--- src/rtl/fp_to_int_conv.sv ---
// IEEE-754 single to int32 converter: iterative shifter, round-to-nearest-even, ovf on NaN/Inf/range.
// Optional build macro FTOI_TRUNC_EN adds a per-operand trunc input (round toward zero).
module fp_to_int_conv #(
    parameter int STEP = 1
) (
    input  logic               clk,
    input  logic               rst_n,
    input  logic               in_valid,
    output logic               in_ready,
    input  logic [31:0]        a,
`ifdef FTOI_TRUNC_EN
    input  logic               trunc,
`endif
    output logic               out_valid,
    input  logic               out_ready,
    output logic signed [31:0] res,
    output logic               ovf
);

    typedef enum logic [1:0] {IDLE, SHIFT, ROUND, OUT} state_t;

    state_t      state;
    logic        sign_r;
    logic        left_r;
    logic        g_r;
    logic        st_r;
    logic [31:0] acc_r;
    logic [4:0]  cnt_r;
    logic        trunc_sel;

`ifdef FTOI_TRUNC_EN
    logic trunc_r;
    assign trunc_sel = trunc_r;
`else
    assign trunc_sel = 1'b0;
`endif

    function automatic logic round_inc(input logic g, input logic st, input logic lsb,
                                       input logic trunc_mode);
        return g & (st | lsb) & ~trunc_mode;
    endfunction

    function automatic logic signed [31:0] apply_sign(input logic s, input logic [31:0] mag);
        logic signed [31:0] m;
        m = $signed(mag);
        return s ? -m : m;
    endfunction

    logic [7:0]        exp_u;
    logic signed [9:0] exp_s;
    logic signed [9:0] diff;
    logic              spec_hit;
    logic [31:0]       spec_res;
    logic              spec_ovf;
    logic [4:0]        n_acc;
    logic              left_acc;

    // Operand decode at accept: special-case result or shift direction/count.
    always_comb begin
        exp_u    = a[30:23];
        exp_s    = $signed({2'b00, exp_u}) - 10'sd127;
        spec_hit = 1'b1;
        spec_res = 32'h0000_0000;
        spec_ovf = 1'b0;
        n_acc    = 5'd0;
        left_acc = 1'b0;
        diff     = 10'sd0;
        if (exp_u == 8'd0) begin
            spec_res = 32'h0000_0000;
        end else if (exp_u == 8'hFF) begin
            spec_ovf = 1'b1;
            spec_res = (a[31] || a[22:0] != 23'd0) ? 32'h8000_0000 : 32'h7FFF_FFFF;
        end else if (exp_s >= 10'sd31) begin
            if (a == 32'hCF00_0000) begin
                spec_res = 32'h8000_0000;
            end else begin
                spec_ovf = 1'b1;
                spec_res = a[31] ? 32'h8000_0000 : 32'h7FFF_FFFF;
            end
        end else begin
            spec_hit = 1'b0;
            if (exp_s >= 10'sd23) begin
                diff     = exp_s - 10'sd23;
                left_acc = 1'b1;
            end else begin
                diff = 10'sd23 - exp_s;
                if (diff > 10'sd25) diff = 10'sd25;
            end
            n_acc = diff[4:0];
        end
    end

    logic [31:0] acc_nx;
    logic        g_nx;
    logic        st_nx;
    logic [4:0]  cnt_nx;

    // Up to STEP single-bit shifts per cycle; the last cycle stops when the count runs out.
    always_comb begin
        acc_nx = acc_r;
        g_nx   = g_r;
        st_nx  = st_r;
        cnt_nx = cnt_r;
        for (int i = 0; i < STEP; i++) begin
            if (cnt_nx != 5'd0) begin
                if (left_r) begin
                    acc_nx = {acc_nx[30:0], 1'b0};
                end else begin
                    st_nx  = st_nx | g_nx;
                    g_nx   = acc_nx[0];
                    acc_nx = {1'b0, acc_nx[31:1]};
                end
                cnt_nx = cnt_nx - 5'd1;
            end
        end
    end

    always_ff @(posedge clk or negedge rst_n) begin
        if (!rst_n) begin
            state     <= IDLE;
            in_ready  <= 1'b0;
            out_valid <= 1'b0;
            res       <= '0;
            ovf       <= 1'b0;
            sign_r    <= 1'b0;
            left_r    <= 1'b0;
            g_r       <= 1'b0;
            st_r      <= 1'b0;
            acc_r     <= '0;
            cnt_r     <= '0;
`ifdef FTOI_TRUNC_EN
            trunc_r   <= 1'b0;
`endif
        end else begin
            case (state)
                IDLE: begin
                    if (in_valid && in_ready) begin
                        in_ready <= 1'b0;
                        sign_r   <= a[31];
                        acc_r    <= {8'h00, 1'b1, a[22:0]};
                        g_r      <= 1'b0;
                        st_r     <= 1'b0;
                        cnt_r    <= n_acc;
                        left_r   <= left_acc;
`ifdef FTOI_TRUNC_EN
                        trunc_r  <= trunc;
`endif
                        if (spec_hit) begin
                            res       <= $signed(spec_res);
                            ovf       <= spec_ovf;
                            out_valid <= 1'b1;
                            state     <= OUT;
                        end else if (n_acc == 5'd0) begin
                            state <= ROUND;
                        end else begin
                            state <= SHIFT;
                        end
                    end else begin
                        in_ready <= 1'b1;
                    end
                end
                SHIFT: begin
                    acc_r <= acc_nx;
                    g_r   <= g_nx;
                    st_r  <= st_nx;
                    cnt_r <= cnt_nx;
                    if (cnt_nx == 5'd0) state <= ROUND;
                end
                ROUND: begin
                    res       <= apply_sign(sign_r,
                                   acc_r + {31'd0, round_inc(g_r, st_r, acc_r[0], trunc_sel)});
                    ovf       <= 1'b0;
                    out_valid <= 1'b1;
                    state     <= OUT;
                end
                OUT: begin
                    if (out_ready) begin
                        out_valid <= 1'b0;
                        in_ready  <= 1'b1;
                        state     <= IDLE;
                    end
                end
                default: state <= IDLE;
            endcase
        end
    end

endmodule

--- config.mk ---
export PLATFORM = sky130hd
export DESIGN_NAME = fp_to_int_conv
export DESIGN_NICKNAME = d
export VERILOG_FILES = /design/src/rtl/fp_to_int_conv.sv
export SDC_FILE = /design/constraint.sdc
export NUM_CORES = 1
export LEC_CHECK = 0
export CAP_MARGIN = 5
export CORE_ASPECT_RATIO = 1.25
export CORE_MARGIN = 1.5
export CORE_UTILIZATION = 40
export DETAILED_ROUTE_END_ITERATION = 10
export PLACE_DENSITY_LB_ADDON = 0.25
export SYNTH_ARGS = -nofsm -noshare
export SYNTH_HDL_FRONTEND = slang
export SYNTH_SLANG_ARGS = --single-unit
--- constraint.sdc ---
create_clock -name clk -period 7.9 [get_ports clk]
set_clock_uncertainty 0.2 [all_clocks]
set_input_delay 1.185 -clock clk [delete_from_list [all_inputs] [get_ports clk]]
set_output_delay 1.185 -clock clk [all_outputs]
set_load 0.01 [all_outputs]
==> results of run 1 <==
cell usage after synthesis (4+ instances only):
cell type  number
a211oi_1       10
nand3_1        71
a22oi_1        23
mux2i_1        12
a21oi_1        37
o22ai_1         4
buf_2          13
nand2_1        95
o31ai_1        18
mux2_2          5
buf_4           7
or3_1          10
and2_1          5
a21o_1          4
nor4_1         18
nor3_1         16
xor2_1         22
xnor2_1        50
clkbuf_1       37
dfrtp_1        78
a31oi_1        10
o21ai_0        37
inv_1          21
nand3b_1        5
nand4_1         8
nand2b_1        5
ha_1           16
or2_2           7
nor2_1         63
and3_1          7
kinds of logic (layout without fill, tap and decap cells):
| family | count (synthesis) | after routing | synth area share, % |
|---|---|---|---|
| and+or+nand+nor | 337 | 337 | 27.52 |
| AOI/OAI and AO/OA | 179 | 179 | 19.03 |
| buffers and inverters | 83 | 113 | 5.838 |
| DFF | 78 | 78 | 31.41 |
| xor gates and xnor gates | 72 | 72 | 10.15 |
| muxes | 17 | 17 | 2.839 |
| adders and majority gates | 16 | 16 | 3.221 |
area by class of cell:
cell class | instances | area (µm²) | area share [%]
flip-flops and latches | 78 | 1952 | 26.99
repair buffers | 76 | 743.2 | 10.28
inverters | 21 | 78.83 | 1.090
well taps | 208 | 260.3 | 3.599
multi-input cells | 621 | 3919 | 54.20
clock buffers | 11 | 242.7 | 3.357
clock inverters | 5 | 35.03 | 0.4845
layer usage:
metal | up-vias | global-route usage, % | wire length [µm]
met5 | - | 0 | 0
met4 | 0 | 7.763 | 404
met2 | 138 | 31.74 | 7279
met3 | 23 | 2.598 | 611
met1 | 2657 | 28.10 | 7729
li1 | 2860 | - | -
cells in the final DEF, fill, tap and decap left out, types with 22 or more instances in the layout:
cell type,instances
o21ai_0,37
xnor2_1,50
nor2_1,63
xor2_1,22
clkdlybuf4s50_1,69
dfrtp_1,78
a21oi_1,36
a22oi_1,23
nand2_1,95
nand3_1,71
final timing paths:
check,end,slack (ps),cells past startpoint
setup / recovery,state[0],3020,14
hold / removal,res[31],300,2
setup reg to reg,res[29],3590,12
hold reg to reg,res[31],300,2
max in group asynchronous,res[9],6050,1
min in group asynchronous,out_valid,810,1
power groups by stage:
stage	clock (mW)	sequential [mW]	combinational, mW
floorplan	0	0.701	0.965
global placement	0	0.784	1.29
detailed placement	0	0.786	1.30
CTS	0.395	0.780	1.30
global route	0.415	0.814	1.45
finish	0.389	0.782	1.30
state kept, by name, indices dropped and copies added (netlist names):
signal,cells
acc_r,32
cnt_r,5
g_r,1
in_ready,1
left_r,1
out_valid,1
ovf,1
res,32
sign_r,1
st_r,1
state,2
worst max-delay path, delay by kind of cell:
| family | cells | cell delay, ps |
|---|---|---|
| XOR/XNOR | 1 | 360 |
| adder cells (fa/ha/maj) | 2 | 860 |
| buffers and inverters | 1 | 690 |
| AO/OA/AOI/OAI | 7 | 1450 |
| AND/OR/NAND/NOR | 3 | 360 |
metrics by stage:
step | hold slack (ps) | setup WS [ps] | cells | util [%]
CTS | 311.8 | 3087 | 1020 | 47.96
floorplan | 264.1 | 3815 | 782 | -
detailed placement | 298.7 | 2729 | 1004 | 46.12
global route | 328.3 | 2675 | 1020 | 47.96
finish | 300.0 | 3017 | 1020 | 47.96
global placement | 278.7 | 2808 | 1004 | 46.12
==> impl_metrics.toml, run 1 <==
[timing]
fmax_ghz = 0.2048
layout_min_cycle_time_ps = 4883
finalSetupViolCount = 0
rsz0062_at_grt = "no"
fin_setup_tns_ps = 0
post-route-period-util_pct = 61.81
finalMaxSlewViolations = 0
worstMarginPinSlew_ps = 1003
hold_violations = 0
slew_headroom_pct = 33.15

[pwr]
switching_share_pct = 44.24
intPower_mw = 1.375
power_density_nw_per_um2 = 341.1
seqPwrFrac_pct = 31.7
comb_power_share_pct = 52.5
power_mw = 2.466
clockPowerShare_pct = 15.8
leakagePower_nw = 2.763
power.switching_mw = 1.091
ir_worst_vdd_uv = 120.7

[setup_path]
crit_arrival_ps = 4920
crit_path_end_kind = "flop"
required_ps = 7930
crit_path_top_delay_cell = "clkdlybuf4s50_1"
critical_path_peak_fanout = 12
regToRegStartpoint = "acc_r[0]"
cp-start-kind = "input pin"
path_cells = "clkdlybuf4s50_1, ha_1, nand3_1, xnor2_1, ha_1, nor2_1, o211ai_1, o31a_1, o41ai_1, o31ai_1, nand2_1, a211oi_1, a311oi_1, a21o_1"
path_class = "in2reg"
critPathMaxStageDelay_ps = 690
crit_top_cell = "ha_1"
crit_start = "a[23]"

[placed_design]
placed_area_um2 = 6953
numPortBuffers = 70
dp_hpwl_um = 11620
place_congestion = 0.8936

[die]
initial_core_util_pct = 41.22
pin_count = 71
die_width_um = 114.5
die_h_um = 142.4
rows = 50
fp.coreArea_um2 = 15080
die_area_um2 = 16300

[global_route]
grt_overflow_total = 0
grt_max_degree = 79
grt_pass1_wl_um = 26720
antenna_found_initial = 0
grt_pass1_vias = 5267
grt_usage_pct = 20.17

[final_layout]
final_nets = 859
layout-drive-gt1-share_pct = 6.650
post-route-cell-area_um2 = 7231
fillers = 1470
syn2layout_area_growth_pct = 16.35
n_antenna_cell = 0

[drt]
drtIter0Drc = 414
vias = 5678
remaining_drc_errors = 0
finalWirelength_um = 16020
dr.pass1.iters = 5
detail-route-antenna-nets = 0
routedWlPerCell_um = 15.71
vias_per_cell = 5.567

[logic_synthesis]
synth_cell_types = 75
synth_cells = 782
synthesis.nets = 834
async_reset_ff_share_pct = 100.0
synthesis.area_um2 = 6215
yosysTopAreaCellShare_pct = 31.41
synthTopCellsByArea = "dfrtp_1 31%, xnor2_1 7.0%, nand2_1 5.7%"
ys_warn_count = 0
synth-edff-count = 0
seq_area_frac_synth_pct = 31.41
yosys.area.top_type = "dfrtp_1"
avgSynthCellArea_um2 = 7.947
ys.flop_type = "dfrtp_1"
yosys_register_bits = 78

[clock_tree]
hold_buffers = 0
cts_resized = 0
clock-root-buffer = "clkbuf_16"
cts_sinks = 78
cts-htree-levels = 3
cts_tree = "yes"
clk_pin_slew_worst_paths_ps = 60
cts_made_buffers = 9
worstSkewPairLatency_ps = 350
cts_setup_buffers = 0
cts_buffer_depth = 2

[hold_path]
min_from = "res[31]"
hp-class = "reg2reg"

[run]
maxCapViolCount = 0

[outcome]
outcome = "completed"
(Power assumes the default switching activity.)
==> run 2, diff against run 1 <==
Clock period 7.9 ns to 4.5 ns, I/O delays scaled along.
==> run 2 against run 1 <==
  * Sequential power up 75%
  * First-iteration DRC count down 20%
  * Sequential cell count unchanged
  * Global-route usage up 0.40 points
  * Setup slack worse by 2600 ps
  * Via count up 1.5%
  * Combinational power up 75%
  * Core utilization up 0.96 points
  * Non-clock buffer count up 9
  * Critical path type is now reg2reg
  * Largest power group unchanged
  * Highest routed layer unchanged
==> impl_metrics.toml, run 2 (synthesis gave the netlist of run 1 again) <==
[final_layout]
layout-drive-gt1-share_pct = 7.795
fillers = 1500
layout_commonest_cell = "nand2_1"
final_nets = 868
layout_common_cells = "95 x nand2_1, 78 x dfrtp_1, 71 x nand3_1, 69 x clkdlybuf4s50_1, 63 x nor2_1"
syn2layout_area_growth_pct = 18.68
n_antenna_cell = 0
reg_top3 = "acc_r (32), res (32), cnt_r (5)"

[pwr]
ir_worst_vdd_uv = 229.4
power_density_nw_per_um2 = 612.5
leakagePower_nw = 2.846
power.switching_mw = 1.918
clockPowerShare_pct = 19.3
power_mw = 4.518
switching_share_pct = 42.46
comb_power_share_pct = 50.4
intPower_mw = 2.600
seqPwrFrac_pct = 30.3

[placed_design]
dp_hpwl_um = 11650
numPortBuffers = 70
place_congestion = 0.8659

[timing]
fmax_ghz = 0.2442
finalSetupViolCount = 0
holdWs_ps = 309.6
slew_headroom_pct = 32.38
hold_violations = 0
post-route-period-util_pct = 90.99
fin_setup_tns_ps = 0
layout_min_cycle_time_ps = 4095
worstMarginPinSlew_ps = 1014
finalMaxSlewViolations = 0
rsz0062_at_grt = "no"

[clock_tree]
clk_pin_slew_worst_paths_ps = 60
cts_tree = "yes"
hold_buffers = 0
cts_made_buffers = 9
cts_sinks = 78
clock-root-buffer = "clkbuf_16"
cts_resized = 0
worstSkewPairLatency_ps = 340
cts_setup_buffers = 0
cts-htree-levels = 3
cts_buffer_depth = 2

[die]
die_area_um2 = 16300
initial_core_util_pct = 41.22
die_h_um = 142.4
rows = 50
pin_count = 71
die_width_um = 114.5
fp.coreArea_um2 = 15080

[setup_path]
cp-start-kind = "flop"
critical_path_peak_fanout = 7
required_ps = 4550
crit_path_end_kind = "flop"
crit_arrival_ps = 4150
reg2reg_depth = 12
path_class = "reg2reg"
rrSetupSlack_ps = 410
r2r_end = "res[29]"
regToRegStartpoint = "acc_r[0]"

[drt]
finalWirelength_um = 16010
drtIter0Drc = 331
vias_per_cell = 5.602
remaining_drc_errors = 0
routedWlPerCell_um = 15.55
detail-route-antenna-nets = 0
dr.pass1.iters = 5
vias = 5764

[outcome]
outcome = "completed"

[hold_path]
hp-class = "in2async"

[global_route]
antenna_found_initial = 0
grt_usage_pct = 20.57
grt_overflow_total = 0
grt_pass1_wl_um = 27330
grt_pass1_vias = 5368
grt_max_degree = 79

[run]
maxCapViolCount = 0
-- run 2: changes by cell type in the layout (fill, tap and decap cells not counted) --
| cell | change |
|---|---|
| buf_4 | +9 |
| bufinv_16 | +3 |
| clkinv_2 | -2 |
| inv_6 | +2 |
| clkbuf_1 | -1 |
| clkinv_4 | -1 |
| clkinvlp_4 | -1 |
-- run 2: how the worst max path moves through the flow --
stage               slack (ps)       end  startpoint
floorplan                  920  state[0]       a[23]
detailed placement         320   res[20]       a[23]
global route                20   res[29]    acc_r[0]
global placement           410   res[21]       a[23]
finish                     410   res[29]    acc_r[0]
CTS                        410   res[29]    acc_r[0]
-- run 2: power groups by stage --
stage | logic [mW] | clock network (mW) | registers [mW]
2_1_floorplan | 1.69 | 0 | 1.23
3_3_place_gp | 2.27 | 0 | 1.37
3_5_place_dp | 2.28 | 0 | 1.38
4_1_cts | 2.29 | 0.888 | 1.37
5_1_grt | 2.56 | 0.916 | 1.43
6_report | 2.28 | 0.871 | 1.37
-- run 2: layout make-up --
class | instances | area, µm² | share of cell area (%)
clock buffers | 10 | 239.0 | 3.240
repair buffers | 85 | 810.8 | 10.99
clock inverters | 6 | 116.4 | 1.578
multi-input cells | 621 | 3919 | 53.13
well taps | 208 | 260.3 | 3.528
flip-flops and latches | 78 | 1952 | 26.46
inverters | 21 | 78.83 | 1.069
-- run 2: worst max-delay path: stages (launching register included) --
cell and delay [ps]:
dfrtp_1 420, o21a_1 160, ha_1 300, ha_1 340, nand4_2 250, nor3_1 360, nand4_1 150, a22o_1 320
nand4bb_1 350, nor4_1 600, a21oi_1 180, xnor2_1 160, a211oi_1 220
-- run 2: routing by layer --
metal	GRT usage [%]	vias up	share of wire [%]
met5	0	-	0
met4	6.118	0	1.7
met3	2.853	22	3.2
met2	32.97	131	47
met1	28.74	2733	48
li1	-	2878	-
-- run 2: stage by stage --
| stage | utilization, % | cells | worst slack, ps | instance area, µm² |
|---|---|---|---|---|
| after detailed placement | 46.56 | 1013 | 317.4 | 7020 |
| after CTS | 48.92 | 1029 | 410.8 | 7376 |
| after floorplan | - | 782 | 924.7 | 6215 |
| final | 48.92 | 1029 | 405.3 | 7376 |
| after global routing | 48.92 | 1029 | 20.37 | 7376 |
| after global placement | 46.56 | 1013 | 408.3 | 7020 |
==> run 3, diff against run 2 <==
Settings changed: SLEW_MARGIN set to 20.
==> run 3 against run 2 <==
  * Fmax barely moved
  * Non-clock buffer count unchanged
  * Total power up 0.12%
  * Sequential cell count stayed put
  * Largest cell class unchanged
==> impl_metrics.toml, run 3 (synthesis gave the netlist of run 1 again) <==
[outcome]
outcome = "completed"

[die]
die_width_um = 114.5
initial_core_util_pct = 41.22
die_h_um = 142.4
fp.coreArea_um2 = 15080
pin_count = 71
die_area_um2 = 16300
rows = 50

[clock_tree]
clk_pin_slew_worst_paths_ps = 60
cts_made_buffers = 9
cts_resized = 0
cts_tree = "yes"
cts_buffer_depth = 2
cts_setup_buffers = 0
hold_buffers = 0
worstSkewPairLatency_ps = 350
clock-root-buffer = "clkbuf_16"
cts_sinks = 78
cts-htree-levels = 3

[pwr]
leakagePower_nw = 2.847
ir_worst_vdd_uv = 229.9
clockPowerShare_pct = 19.3
power_mw = 4.524
comb_power_share_pct = 50.4
power.switching_mw = 1.923
seqPwrFrac_pct = 30.3
power_density_nw_per_um2 = 613.0
intPower_mw = 2.600
switching_share_pct = 42.52

[timing]
finalMaxSlewViolations = 0
post-route-period-util_pct = 91.06
layout_min_cycle_time_ps = 4098
hold_violations = 0
fmax_ghz = 0.2440
fin_setup_tns_ps = 0
worstMarginPinSlew_ps = 985.2
holdWs_ps = 157.4
slew_headroom_pct = 34.32
finalSetupViolCount = 0
timing.final.ws_setup_ps = 402.4
rsz0062_at_grt = "no"

[final_layout]
n_antenna_cell = 0
reg_top3 = "acc_r (32), res (32), cnt_r (5)"
syn2layout_area_growth_pct = 18.74
post-route-util_pct = 48.95
final-instance-count-excl-fill = 1029
seq_area_um2 = 1952
fillers = 1500
layout_common_cells = "95 x nand2_1, 78 x dfrtp_1, 71 x nand3_1, 69 x clkdlybuf4s50_1, 63 x nor2_1"
post-route-cell-area_um2 = 7380
multi_input_area_um2 = 3919
final_nets = 868
layout_commonest_cell = "nand2_1"
layout-drive-gt1-share_pct = 7.795

[drt]
detail-route-antenna-nets = 0
remaining_drc_errors = 0
routedWlPerCell_um = 15.56
finalWirelength_um = 16010
vias_per_cell = 5.572
vias = 5734
dr.pass1.iters = 5
drtIter0Drc = 386

[run]
maxCapViolCount = 0

[placed_design]
dp_hpwl_um = 11650
numPortBuffers = 70
place_ws_ps = 317.4
placed_area_um2 = 7020
place_congestion = 0.8659
post-place-cells = 1013

[setup_path]
r2r_end = "res[29]"
required_ps = 4550
cp-start-kind = "flop"
rrSetupSlack_ps = 400
crit_arrival_ps = 4150
crit_start = "acc_r[0]"
reg2reg_depth = 12
path_class = "reg2reg"
critical_path_peak_fanout = 7
crit_path_end_kind = "flop"
regToRegStartpoint = "acc_r[0]"
critPathCapture = "res[29]"

[hold_path]
hp-class = "in2async"

[global_route]
antenna_found_initial = 0
grt_usage_pct = 20.57
grt_max_degree = 79
grt_pass1_wl_um = 27330
grt_pass1_vias = 5368
grt_overflow_total = 0
## run 3: cell counts in the layout (fill, tap and decap cells not counted)
No cell type changed its count.
## run 3: worst min path at each step
stage           from        to  slack (ps)
2_1_floorplan  rst_n  acc_r[0]         180
3_3_place_gp    st_r      st_r         280
3_5_place_dp    st_r      st_r         290
4_1_cts         st_r      st_r         310
5_1_grt        rst_n  in_ready         240
6_report       rst_n  in_ready         160
## run 3: power by group through the flow
stage | Sequential [mW] | Clock [mW] | Combinational (mW)
after detailed placement | 1.38 | 0 | 2.28
after floorplan | 1.23 | 0 | 1.69
final | 1.37 | 0.873 | 2.28
after global placement | 1.37 | 0 | 2.27
after global routing | 1.43 | 0.916 | 2.56
after CTS | 1.37 | 0.888 | 2.29
## run 3: final cells by class
type / instances / share of cell area (%)
Inverter: 21 / 1.068
Tap cell: 208 / 3.527
Clock buffer: 10 / 3.238
Timing Repair Buffer: 85 / 11.04
Clock inverter: 6 / 1.577
Sequential cell: 78 / 26.45
Multi-Input combinational cell: 621 / 53.10
## run 3: routing by layer
layer / vias up / wire length, µm / GRT usage, % / part of all wire (%)
li1: 2878 / - / - / -
met1: 2723 / 7732 / 28.74 / 48
met2: 111 / 7495 / 32.97 / 47
met3: 22 / 491 / 2.853 / 3.1
met4: 0 / 289 / 6.118 / 1.8
met5: - / 0 / 0 / 0
## run 3: worst max-delay path: stages, from the launching register on
cell	delay, ps
dfrtp_1	420
o21a_1	160
ha_1	300
ha_1	340
nand4_2	250
nor3_1	360
nand4_1	150
a22o_1	320
nand4bb_1	350
nor4_1	590
a21oi_1	180
xnor2_1	150
a211oi_1	220
